===== config.mk =====
export PLATFORM = sky130hd
export DESIGN_NAME = psw_conditioner_flat
export DESIGN_NICKNAME = d
export VERILOG_FILES = /design/src/rtl/timer_pkg.sv /design/src/rtl/psw_conditioner_if.sv /design/src/rtl/psw_debounce_ch.sv /design/src/rtl/psw_conditioner.sv /design/src/flat_wrapper.sv
export SDC_FILE = /design/constraint.sdc
export NUM_CORES = 1
export LEC_CHECK = 0
export ABC_AREA = 1
export BUFFER_PORTS_ARGS = -buffer_cell sky130_fd_sc_hd__buf_2
export CAP_MARGIN = 10
export CORE_MARGIN = 3
export CORE_UTILIZATION = 55
export DETAILED_ROUTE_END_ITERATION = 10
export PLACE_DENSITY = 0.87
export SLEW_MARGIN = 20
export SYNTH_ARGS = -nofsm -noshare
export SYNTH_HDL_FRONTEND = slang
export SYNTH_HIERARCHICAL = 1
export SYNTH_SLANG_ARGS = --single-unit

===== constraint.sdc =====
create_clock -name CLOCK -period 1.2 [get_ports CLOCK]
set_input_delay 0.36 -clock CLOCK [delete_from_list [all_inputs] [get_ports CLOCK]]
set_output_delay 0.36 -clock CLOCK [all_outputs]
set_load 0.005 [all_outputs]

===== src/rtl/timer_pkg.sv =====
// Shared kitchen-timer definitions: PSW channel states, default timings, button indices.
package timer_pkg;

  localparam int unsigned N_BTN_DEF         = 4;
  localparam int unsigned DEB_CYCLES_DEF    = 20;
  localparam int unsigned LONG_CYCLES_DEF   = 500;
  localparam int unsigned REPEAT_CYCLES_DEF = 100;
  localparam int unsigned CNT_W_DEF         = 10;

  localparam int unsigned PSW_START = 0;
  localparam int unsigned PSW_STOP  = 1;

  typedef logic [2:0] psw_state_t;
  localparam psw_state_t ST_IDLE  = 3'd0;
  localparam psw_state_t ST_DEB_P = 3'd1;
  localparam psw_state_t ST_HELD  = 3'd2;
  localparam psw_state_t ST_RPT   = 3'd3;
  localparam psw_state_t ST_DEB_R = 3'd4;

  typedef struct packed {
    logic level;
    logic press;
    logic rel;
    logic rept;
  } psw_evt_t;

  // True when a CNT_W-bit counter can hold every terminal count.
  function automatic bit cnt_fits(input int unsigned w, input int unsigned deb,
                                  input int unsigned lng, input int unsigned rpt);
    int unsigned mx;
    mx = deb;
    if (lng > mx) mx = lng;
    if (rpt > mx) mx = rpt;
    return (deb >= 1) && ((longint'(1) << w) > longint'(mx));
  endfunction

endpackage


===== src/rtl/psw_conditioner_if.sv =====
// Push-button bank bus: raw PSW levels in, conditioned level/event vectors out.
interface psw_conditioner_if #(
  parameter int unsigned N_BTN = 4
);
  logic [N_BTN-1:0] PSW_IN;
  logic [N_BTN-1:0] LEVEL;
  logic [N_BTN-1:0] PRESS;
  logic [N_BTN-1:0] RELEASE;
  logic [N_BTN-1:0] REPT;

  modport master (output PSW_IN, input LEVEL, input PRESS, input RELEASE, input REPT);
  modport slave  (input PSW_IN, output LEVEL, output PRESS, output RELEASE, output REPT);
endinterface


===== src/rtl/psw_debounce_ch.sv =====
// One PSW channel: 2-flop synchroniser, debounce FSM, press/release/auto-repeat events.
// Auto-repeat (RPT state, REPT pulses) is compiled only with PSW_AUTO_REPEAT_EN defined.
module psw_debounce_ch
  import timer_pkg::*;
#(
  parameter int unsigned DEB_CYCLES    = DEB_CYCLES_DEF,
  parameter int unsigned LONG_CYCLES   = LONG_CYCLES_DEF,
  parameter int unsigned REPEAT_CYCLES = REPEAT_CYCLES_DEF,
  parameter int unsigned CNT_W         = CNT_W_DEF
) (
  input  logic     CLOCK,
  input  logic     RESET,
  input  logic     psw_in,
  output psw_evt_t evt
);

  if (!cnt_fits(CNT_W, DEB_CYCLES, LONG_CYCLES, REPEAT_CYCLES)) begin : g_cnt_w_bad
    $error("psw_debounce_ch: CNT_W too narrow or DEB_CYCLES is 0");
  end

  localparam logic [CNT_W-1:0] DEB_LAST = CNT_W'(DEB_CYCLES - 1);
  localparam bit               DEB_ONE  = (DEB_CYCLES == 1);
`ifdef PSW_AUTO_REPEAT_EN
  localparam logic [CNT_W-1:0] LONG_LAST = CNT_W'(LONG_CYCLES - 1);
  localparam logic [CNT_W-1:0] RPT_LAST  = CNT_W'(REPEAT_CYCLES - 1);
`endif

  logic             s1, s;
  psw_state_t       state, state_n;
  logic [CNT_W-1:0] cnt, cnt_n;
  logic             press_n, rel_n, rept_n;

  always_comb begin
    state_n = state;
    cnt_n   = cnt;
    press_n = 1'b0;
    rel_n   = 1'b0;
    rept_n  = 1'b0;
    case (state)
      ST_IDLE: begin
        if (s) begin
          // A one-sample debounce accepts the press without visiting DEB_P.
          if (DEB_ONE) begin
            state_n = ST_HELD;
            cnt_n   = '0;
            press_n = 1'b1;
          end else begin
            state_n = ST_DEB_P;
            cnt_n   = CNT_W'(1);
          end
        end
      end
      ST_DEB_P: begin
        if (!s) begin
          state_n = ST_IDLE;
          cnt_n   = '0;
        end else if (cnt == DEB_LAST) begin
          state_n = ST_HELD;
          cnt_n   = '0;
          press_n = 1'b1;
        end else begin
          cnt_n = cnt + CNT_W'(1);
        end
      end
      ST_HELD: begin
        if (!s) begin
          if (DEB_ONE) begin
            state_n = ST_IDLE;
            cnt_n   = '0;
            rel_n   = 1'b1;
          end else begin
            state_n = ST_DEB_R;
            cnt_n   = CNT_W'(1);
          end
        end
`ifdef PSW_AUTO_REPEAT_EN
        else if (cnt == LONG_LAST) begin
          state_n = ST_RPT;
          cnt_n   = '0;
          rept_n  = 1'b1;
        end else begin
          cnt_n = cnt + CNT_W'(1);
        end
`else
        else begin
          cnt_n = '0;
        end
`endif
      end
`ifdef PSW_AUTO_REPEAT_EN
      ST_RPT: begin
        if (!s) begin
          if (DEB_ONE) begin
            state_n = ST_IDLE;
            cnt_n   = '0;
            rel_n   = 1'b1;
          end else begin
            state_n = ST_DEB_R;
            cnt_n   = CNT_W'(1);
          end
        end else if (cnt == RPT_LAST) begin
          cnt_n  = '0;
          rept_n = 1'b1;
        end else begin
          cnt_n = cnt + CNT_W'(1);
        end
      end
`endif
      ST_DEB_R: begin
        if (s) begin
          state_n = ST_HELD;
          cnt_n   = '0;
        end else if (cnt == DEB_LAST) begin
          state_n = ST_IDLE;
          cnt_n   = '0;
          rel_n   = 1'b1;
        end else begin
          cnt_n = cnt + CNT_W'(1);
        end
      end
      default: begin
        state_n = ST_IDLE;
        cnt_n   = '0;
      end
    endcase
  end

  always_ff @(posedge CLOCK or posedge RESET) begin
    if (RESET) begin
      s1    <= 1'b0;
      s     <= 1'b0;
      state <= ST_IDLE;
      cnt   <= '0;
      evt   <= '0;
    end else begin
      s1        <= psw_in;
      s         <= s1;
      state     <= state_n;
      cnt       <= cnt_n;
      evt.level <= (state_n != ST_IDLE) && (state_n != ST_DEB_P);
      evt.press <= press_n;
      evt.rel   <= rel_n;
      evt.rept  <= rept_n;
    end
  end

endmodule


===== src/rtl/psw_conditioner.sv =====
// Kitchen-timer PSW front end: N_BTN independent debounce channels on the CLOCK domain.
// Define PSW_AUTO_REPEAT_EN to build the held-button auto-repeat (REPT) logic.
module psw_conditioner
  import timer_pkg::*;
#(
  parameter int unsigned N_BTN         = N_BTN_DEF,
  parameter int unsigned DEB_CYCLES    = DEB_CYCLES_DEF,
  parameter int unsigned LONG_CYCLES   = LONG_CYCLES_DEF,
  parameter int unsigned REPEAT_CYCLES = REPEAT_CYCLES_DEF,
  parameter int unsigned CNT_W         = CNT_W_DEF
) (
  input logic               CLOCK,
  input logic               RESET,
  psw_conditioner_if.slave  bus
);

  psw_evt_t         evt [N_BTN];
  logic [N_BTN-1:0] level_v, press_v, rel_v, rept_v;

  for (genvar i = 0; i < N_BTN; i++) begin : g_ch
    psw_debounce_ch #(
      .DEB_CYCLES   (DEB_CYCLES),
      .LONG_CYCLES  (LONG_CYCLES),
      .REPEAT_CYCLES(REPEAT_CYCLES),
      .CNT_W        (CNT_W)
    ) u_ch (
      .CLOCK (CLOCK),
      .RESET (RESET),
      .psw_in(bus.PSW_IN[i]),
      .evt   (evt[i])
    );
  end

  always_comb begin
    level_v = '0;
    press_v = '0;
    rel_v   = '0;
    rept_v  = '0;
    for (int unsigned i = 0; i < N_BTN; i++) begin
      level_v[i] = evt[i].level;
      press_v[i] = evt[i].press;
      rel_v[i]   = evt[i].rel;
      rept_v[i]  = evt[i].rept;
    end
  end

  assign bus.LEVEL   = level_v;
  assign bus.PRESS   = press_v;
  assign bus.RELEASE = rel_v;
  assign bus.REPT    = rept_v;

endmodule


===== src/flat_wrapper.sv =====
// flat-port wrapper written by rule: the top's interface ports become plain ports
module psw_conditioner_flat import timer_pkg::*;
#(
  parameter int unsigned N_BTN         = N_BTN_DEF,
  parameter int unsigned DEB_CYCLES    = DEB_CYCLES_DEF,
  parameter int unsigned LONG_CYCLES   = LONG_CYCLES_DEF,
  parameter int unsigned REPEAT_CYCLES = REPEAT_CYCLES_DEF,
  parameter int unsigned CNT_W         = CNT_W_DEF
)
  (CLOCK, RESET, bus_PSW_IN, bus_LEVEL, bus_PRESS, bus_RELEASE, bus_REPT);
  psw_conditioner_if #(.N_BTN(N_BTN)) bus_i ();
  input logic CLOCK;
  input logic RESET;
  input wire logic [$bits(bus_i.PSW_IN)-1:0] bus_PSW_IN;
  output wire logic [$bits(bus_i.LEVEL)-1:0] bus_LEVEL;
  output wire logic [$bits(bus_i.PRESS)-1:0] bus_PRESS;
  output wire logic [$bits(bus_i.RELEASE)-1:0] bus_RELEASE;
  output wire logic [$bits(bus_i.REPT)-1:0] bus_REPT;
  assign bus_i.PSW_IN = bus_PSW_IN;
  assign bus_LEVEL = bus_i.LEVEL;
  assign bus_PRESS = bus_i.PRESS;
  assign bus_RELEASE = bus_i.RELEASE;
  assign bus_REPT = bus_i.REPT;
  psw_conditioner #(.N_BTN(N_BTN), .DEB_CYCLES(DEB_CYCLES), .LONG_CYCLES(LONG_CYCLES), .REPEAT_CYCLES(REPEAT_CYCLES), .CNT_W(CNT_W)) u_core (.CLOCK(CLOCK), .RESET(RESET), .bus(bus_i));
endmodule

==> results.yml, run 1 <==
floorplan:
  core_sq_um: 6490
  start_util_pct: 57.9
  row_count: 29
  die_area_sq_um: 7870
  io_pins: 22
  die_h_microns: 88.7
  die_w_microns: 88.7
timing:
  hold_violations: 0
  finalCritPeriodShare_pct: 129
  fmax_mhz: 646
  slew_violations: 0
  setup-violations-final: 76
  fin_worst_skew_ps: 12.2
  period_minus_slack_ps: 1550
  timing.final.ws_setup_ps: -348
  rsz0062_at_grt: "true"
drt:
  drcViolationCount: 0
  drtPass1Iterations: 5
  wl_mm: 12.8
  vias_per_cell: 6.00
  drt_iter0_drc: 314
  via_count: 4023
  postRouteAntennaNets: 0
  wl_per_cell_microns: 19.1
worst_setup_path:
  cp_data_required_time_ps: 1510
  worst_setup_path_end_kind: "register"
  ff2ff_setup_slack_ps: -350
  worst-path-max-fanout: 5
  critPathLaunchType: "register"
  arrival_ps: 1860
  critPathKind: "reg2reg"
clock_network:
  clkSinkCount: 72
  cts_tree: "built"
  clk_latency_ps: 360
  clock-root-buffer: "clkbuf_8"
  htree_levels: 3
  clk_pin_slew_ps: 90
  clk_path_buf_depth: 2
  numCtsBuffers: 9
global_routing:
  grt_max_degree: 19
  grt_first_pass_wirelength_mm: 15.8
  grt_pass1_vias: 3615
  gr-usage-all-layers_pct: 25.9
  grt-ovfl-total: 0
  antenna_found_initial: 0
min_path:
  hold_class: "in2reg"
layout:
  antennaDiodeCount: 0
  drive_gt1_share_pct: 50.3
  nets: 598
  fin_area_sq_um: 5590
  synthToLayoutAreaGrowth_pct: 48.7
  instances_no_fill: 670
  fin_util_pct: 86.1
status:
  violations: "setup timing"
  status: "finished, violations left"
pwr:
  cellLeakagePower_nw: 2.76
  ir_worst_vdd_mv: 0.936
  p_per_area_nw_per_um2: 1100
placed_design:
  place_hpwl_mm: 6.11
  io_buffers: 17
  placed_cell_area_sq_um: 4480
  dp.cells: 629
  gp_congestion: 0.875
flow_run:
  cap_violations: 0
yosys:
  ys_types: 23
  synth-seq-cells: 72
  synth_area_leaders: "dfrtp_1, nand2_1, nor2_1"
  synth_largest_area_cell: "dfrtp_1"
  synth_fp_nets: 474
  syn_area_per_cell_sq_um: 8.11
  synth_cells: 464
  syn_area_sq_um: 3760
  seq_area_frac_synth_pct: 47.9
  synth_top_area_share_pct: 47.9
  ys_warn_count: 6
[what timing repair did]
item / CTS / global route
setup endpoints to repair: 64 / 74
setup buffers: 8 / 16
resized for setup: 44 / 142
hold buffers: 1 / 0
pin swaps: 23 / 56
hold endpoints to repair: 6 / 0
[power breakdown]
part,internal (mW),total [mW],switching [mW]
Combinational,0.469,1.13,0.658
Clock,1.38,2.43,1.04
Sequential,2.51,2.61,0.0962
Total,4.36,6.16,1.80
[layout by cell type (no fill, tap or decap), types with 2 or more instances in the layout]
cell,Yosys,final
nand3b_1,6,6
conb_1,4,4
ha_4,0,3
inv_8,0,4
nand3_4,0,8
and3_1,4,4
nand2_4,0,17
nand2_2,19,24
nand3_1,37,23
o21ai_1,5,10
inv_1,47,43
buf_6,4,19
a21oi_2,0,4
o21ai_0,17,3
buf_4,4,83
o21ai_2,2,11
xor2_2,0,2
clkinvlp_4,0,2
buf_2,0,17
dfrtp_1,72,71
clkbuf_8,0,9
nor2_4,8,29
nand2_1,95,73
nand3_2,11,17
a21oi_1,16,12
bufinv_16,0,3
inv_2,13,12
nor2_2,14,26
nand4_1,13,13
nor2_1,64,31
[per-stage QoR]
| stage | hold WS, ps | total power [mW] | setup slack, ps | TNS, ps |
|---|---|---|---|---|
| 6_report | 94.4 | 6.16 | -348 | -11530 |
| 5_1_grt | 81.3 | 6.36 | -420 | -15540 |
| 4_1_cts | 102 | 5.78 | -140 | -4770 |
| 3_5_place_dp | 336 | 3.35 | -195 | -5220 |
| 3_3_place_gp | 335 | 3.31 | -119 | -1910 |
| 2_1_floorplan | 299 | 3.05 | -36.0 | -611 |
[kinds of logic after synthesis]
group | count (synthesis) | share of synthesized area (%)
AO/OA/AOI/OAI | 40 | 5.52
XOR/XNOR | 4 | 0.931
adder cells (fa/ha/maj) | 4 | 1.33
buffers and inverters | 68 | 7.98
flip-flops | 72 | 47.9
other | 4 | 0.399
AND/OR/NAND/NOR | 272 | 35.9
[path summary, 6_finish.rpt]
kind                                                        startpoint                                     end  cells after the start
worst max-delay path            u_core/g_ch[1].u_ch/cnt[0]$_DFFE_PP0P_    u_core/g_ch[1].u_ch/evt[3]$_DFF_PP0_                      8
worst min-delay path                                     bus_PSW_IN[1]        u_core/g_ch[1].u_ch/s1$_DFF_PP0_                      1
worst max register to register  u_core/g_ch[1].u_ch/cnt[0]$_DFFE_PP0P_    u_core/g_ch[1].u_ch/evt[3]$_DFF_PP0_                      8
worst min register to register        u_core/g_ch[0].u_ch/s1$_DFF_PP0_         u_core/g_ch[0].u_ch/s$_DFF_PP0_                      0
max in group asynchronous                                        RESET  u_core/g_ch[2].u_ch/cnt[5]$_DFFE_PP0P_                      4
min in group asynchronous                                        RESET    u_core/g_ch[2].u_ch/evt[3]$_DFF_PP0_                      3
[per-layer routing]
metal  up-vias  part of all wire (%)  wire length [microns]  track usage [%]
met3        81                   7.6                    976             5.31
met5         -                     0                      0                0
met4         0                   4.4                    564             12.8
met2       256                    51                   6560             47.4
li1       1719                     -                      -                -
met1      1967                    37                   4720             28.3
[sequential cells by signal, summed over array words and instances (netlist names)]
| signal | cells |
|---|---|
| u_core/g_ch.u_ch/cnt | 40 |
| u_core/g_ch.u_ch/evt | 12 |
| u_core/g_ch.u_ch/state | 12 |
| u_core/g_ch.u_ch/s | 4 |
| u_core/g_ch.u_ch/s1 | 4 |
[worst max-delay path, stage by stage, from the launching register on]
cell and delay [ps]:
dfrtp_1 390, ha_2 220, nand2_1 80, nor2_1 170, nand3_2 200, buf_6 190
o21ai_2 130, inv_1 60, nand2_1 60
[cell usage after synthesis (all sizes together)]
library cell and number:
a21oi 16, and3 4, buf 8, conb 4, dfrtp 72, ha 4, inv 60, nand2 114
nand3 48, nand3b 6, nand4 14, nor2 86, o21ai 24, xor2 4
[area by class of cell]
type	count	area (sq um)
Inverter	60	258
Timing Repair Buffer	121	952
Sequential cell	72	1800
Multi-Input combinational cell	324	2240
Clock buffer	9	124
Clock inverter	7	119
Fill cell	279	902
Tap cell	77	96.3
(Power assumes the default switching activity.)
==> inputs of run 2 (changes only) <==
SYNTH_HIERARCHICAL = unset   (was 1)
==> results.yml, run 2 <==
worst_setup_path:
  r2r_cells: 9
  cp_data_required_time_ps: 1510
  critPathKind: "reg2reg"
  worst-path-max-fanout: 4
  arrival_ps: 1750
  critPathLaunchType: "register"
  worst_setup_path_end_kind: "register"
clock_network:
  cts_tree: "built"
  clkSinkCount: 72
  clock-root-buffer: "clkbuf_8"
  htree_levels: 3
  clk_pin_slew_ps: 80
  clk_path_buf_depth: 2
  numCtsBuffers: 9
  clk_latency_ps: 370
yosys:
  syn_area_per_cell_sq_um: 7.81
  synth_xor_area_share_pct: 0.890
  synth_most_common_cell: "nand2_1"
  synth_fa_ha_area_share_pct: 1.27
  synth_compound_area_share_pct: 6.83
  synth_top_flop_cell: "dfrtp_1"
  synth_top_family_by_area: "simple AND/OR/NAND/NOR gates"
  async_flop_share_pct: 100
  synthMuxAreaShare_pct: 0
  synth_area_leaders: "dfrtp_1, nand2_1, inv_1"
  syn_area_sq_um: 3940
  synth-seq-cells: 72
  synth_top_area_share_pct: 45.8
  ys_types: 41
  synth_simple_gate_area_share_pct: 36.0
  synth_cells: 504
  synth_largest_area_cell: "dfrtp_1"
  synth_commonest_cells: "nand2_1, dfrtp_1, inv_1"
  synth_edf_count: 0
  ys_warn_count: 0
  seq_area_frac_synth_pct: 45.8
layout:
  mostFrequentLayoutCells: "nand2_1, buf_4, dfrtp_1"
  fin_util_pct: 87.2
  largest_register_ffs: 40
  antennaDiodeCount: 0
  synthToLayoutAreaGrowth_pct: 52.1
  final_common_cell: "nand2_1"
  nets: 655
  top_register: "u_core.g_ch.u_ch.cnt"
  largestRegisters: "u_core.g_ch.u_ch.cnt x40, u_core.g_ch.u_ch.evt x12, u_core.g_ch.u_ch.state x12"
  drive_gt1_share_pct: 48.5
timing:
  rsz0062_at_grt: "true"
  whs_ps: 98.9
  slew_violations: 0
  fmax_mhz: 694
  fin_setup_tns_ps: -9030
  fin_worst_skew_ps: 12.8
  timing.final.ws_setup_ps: -241
  setup-violations-final: 70
  hold_violations: 0
  period_minus_slack_ps: 1440
  finalCritPeriodShare_pct: 120
pwr:
  cellLeakagePower_nw: 2.99
  p_per_area_nw_per_um2: 1060
  ir_worst_vdd_mv: 1.26
floorplan:
  start_util_pct: 57.3
  die_h_microns: 90.6
  die_w_microns: 90.6
  row_count: 30
  core_sq_um: 6870
  io_pins: 22
  die_area_sq_um: 8210
global_routing:
  antenna_found_initial: 0
  gr-usage-all-layers_pct: 27.9
  grt_max_degree: 34
  grt-ovfl-total: 0
  grt_pass1_vias: 4076
  grt_first_pass_wirelength_mm: 18.5
drt:
  drt_iter0_drc: 306
  via_count: 4207
  wl_mm: 12.8
  vias_per_cell: 5.64
  wl_per_cell_microns: 17.1
  postRouteAntennaNets: 0
  drtPass1Iterations: 6
  drcViolationCount: 0
status:
  violations: "setup timing"
  status: "finished, violations left"
min_path:
  hold_class: "in2reg"
  min_path_cells: 1
flow_run:
  cap_violations: 0
placed_design:
  io_buffers: 17
  place_hpwl_mm: 6.82
  gp_congestion: 0.905
  dp_slack_ps: -210
run 2: critical path, cell delays in order, from the launching register on:
cell and delay (ps):
dfrtp_2 460, nor2_4 200, nand3_2 110, nand2_2 90
inv_2 50, nor2_4 200, nand2_1 100, nand2_1 90
nand2_1 50, inv_1 40
run 2: timing repair:
item | 4_1_cts | 5_1_grt
pin swaps | 45 | 47
setup buffers | 18 | 16
hold endpoints to repair | 9 | 0
hold buffers | 1 | 0
cloned | 1 | 0
resized for setup | 74 | 96
setup endpoints to repair | 73 | 73
run 2: logic make-up after synthesis:
family / Yosys count
AND/OR/NAND/NOR: 290
buffers and inverters: 90
flip-flops: 72
AO/OA/AOI/OAI: 43
XOR/XNOR: 4
adder cells (fa/ha/maj): 4
other: 1
run 2: stage by stage:
step	area, sq um	std cells	power [mW]
5_1_grt	5990	746	6.55
4_1_cts	5500	731	6.06
6_report	5990	746	6.33
3_3_place_gp	4810	695	3.31
3_5_place_dp	4810	695	3.35
2_1_floorplan	3990	507	3.03
run 2: final timing paths:
kind	endpoint	slack, ps	start
setup / recovery	u_core.g_ch[1].u_ch.cnt[9]$_DFFE_PP0P_	-240	u_core.g_ch[1].u_ch.state[0]$_DFF_PP0_
hold / removal	u_core.g_ch[0].u_ch.s1$_DFF_PP0_	100	bus_PSW_IN[0]
setup reg to reg	u_core.g_ch[1].u_ch.cnt[9]$_DFFE_PP0P_	-240	u_core.g_ch[1].u_ch.state[0]$_DFF_PP0_
hold reg to reg	u_core.g_ch[3].u_ch.s$_DFF_PP0_	350	u_core.g_ch[3].u_ch.s1$_DFF_PP0_
max in group asynchronous	u_core.g_ch[1].u_ch.state[0]$_DFF_PP0_	170	RESET
min in group asynchronous	u_core.g_ch[2].u_ch.cnt[6]$_DFFE_PP0P_	550	RESET
run 2: layer usage:
metal | routed length, microns | track usage (%) | part of all wire (%)
met5 | 0 | 0 | 0
met4 | 585 | 14.7 | 4.6
met2 | 6580 | 50.3 | 52
met3 | 777 | 5.50 | 6.1
met1 | 4820 | 30.8 | 38
run 2: cell type report:
| class | instances | area [sq um] |
|---|---|---|
| sequential | 72 | 1810 |
| clock buffer | 9 | 124 |
| tap | 96 | 120 |
| timing repair buffer | 132 | 1060 |
| clock inverter | 7 | 143 |
| multi-input combinational | 346 | 2400 |
| fill | 313 | 881 |
| inverter | 84 | 329 |
run 2: power breakdown:
part | switching (mW) | leakage, nW | internal [mW]
sequential | 0.0935 | 0.957 | 2.51
combinational | 0.635 | 1.90 | 0.509
clock | 0.993 | 0.134 | 1.60
total | 1.72 | 2.99 | 4.61
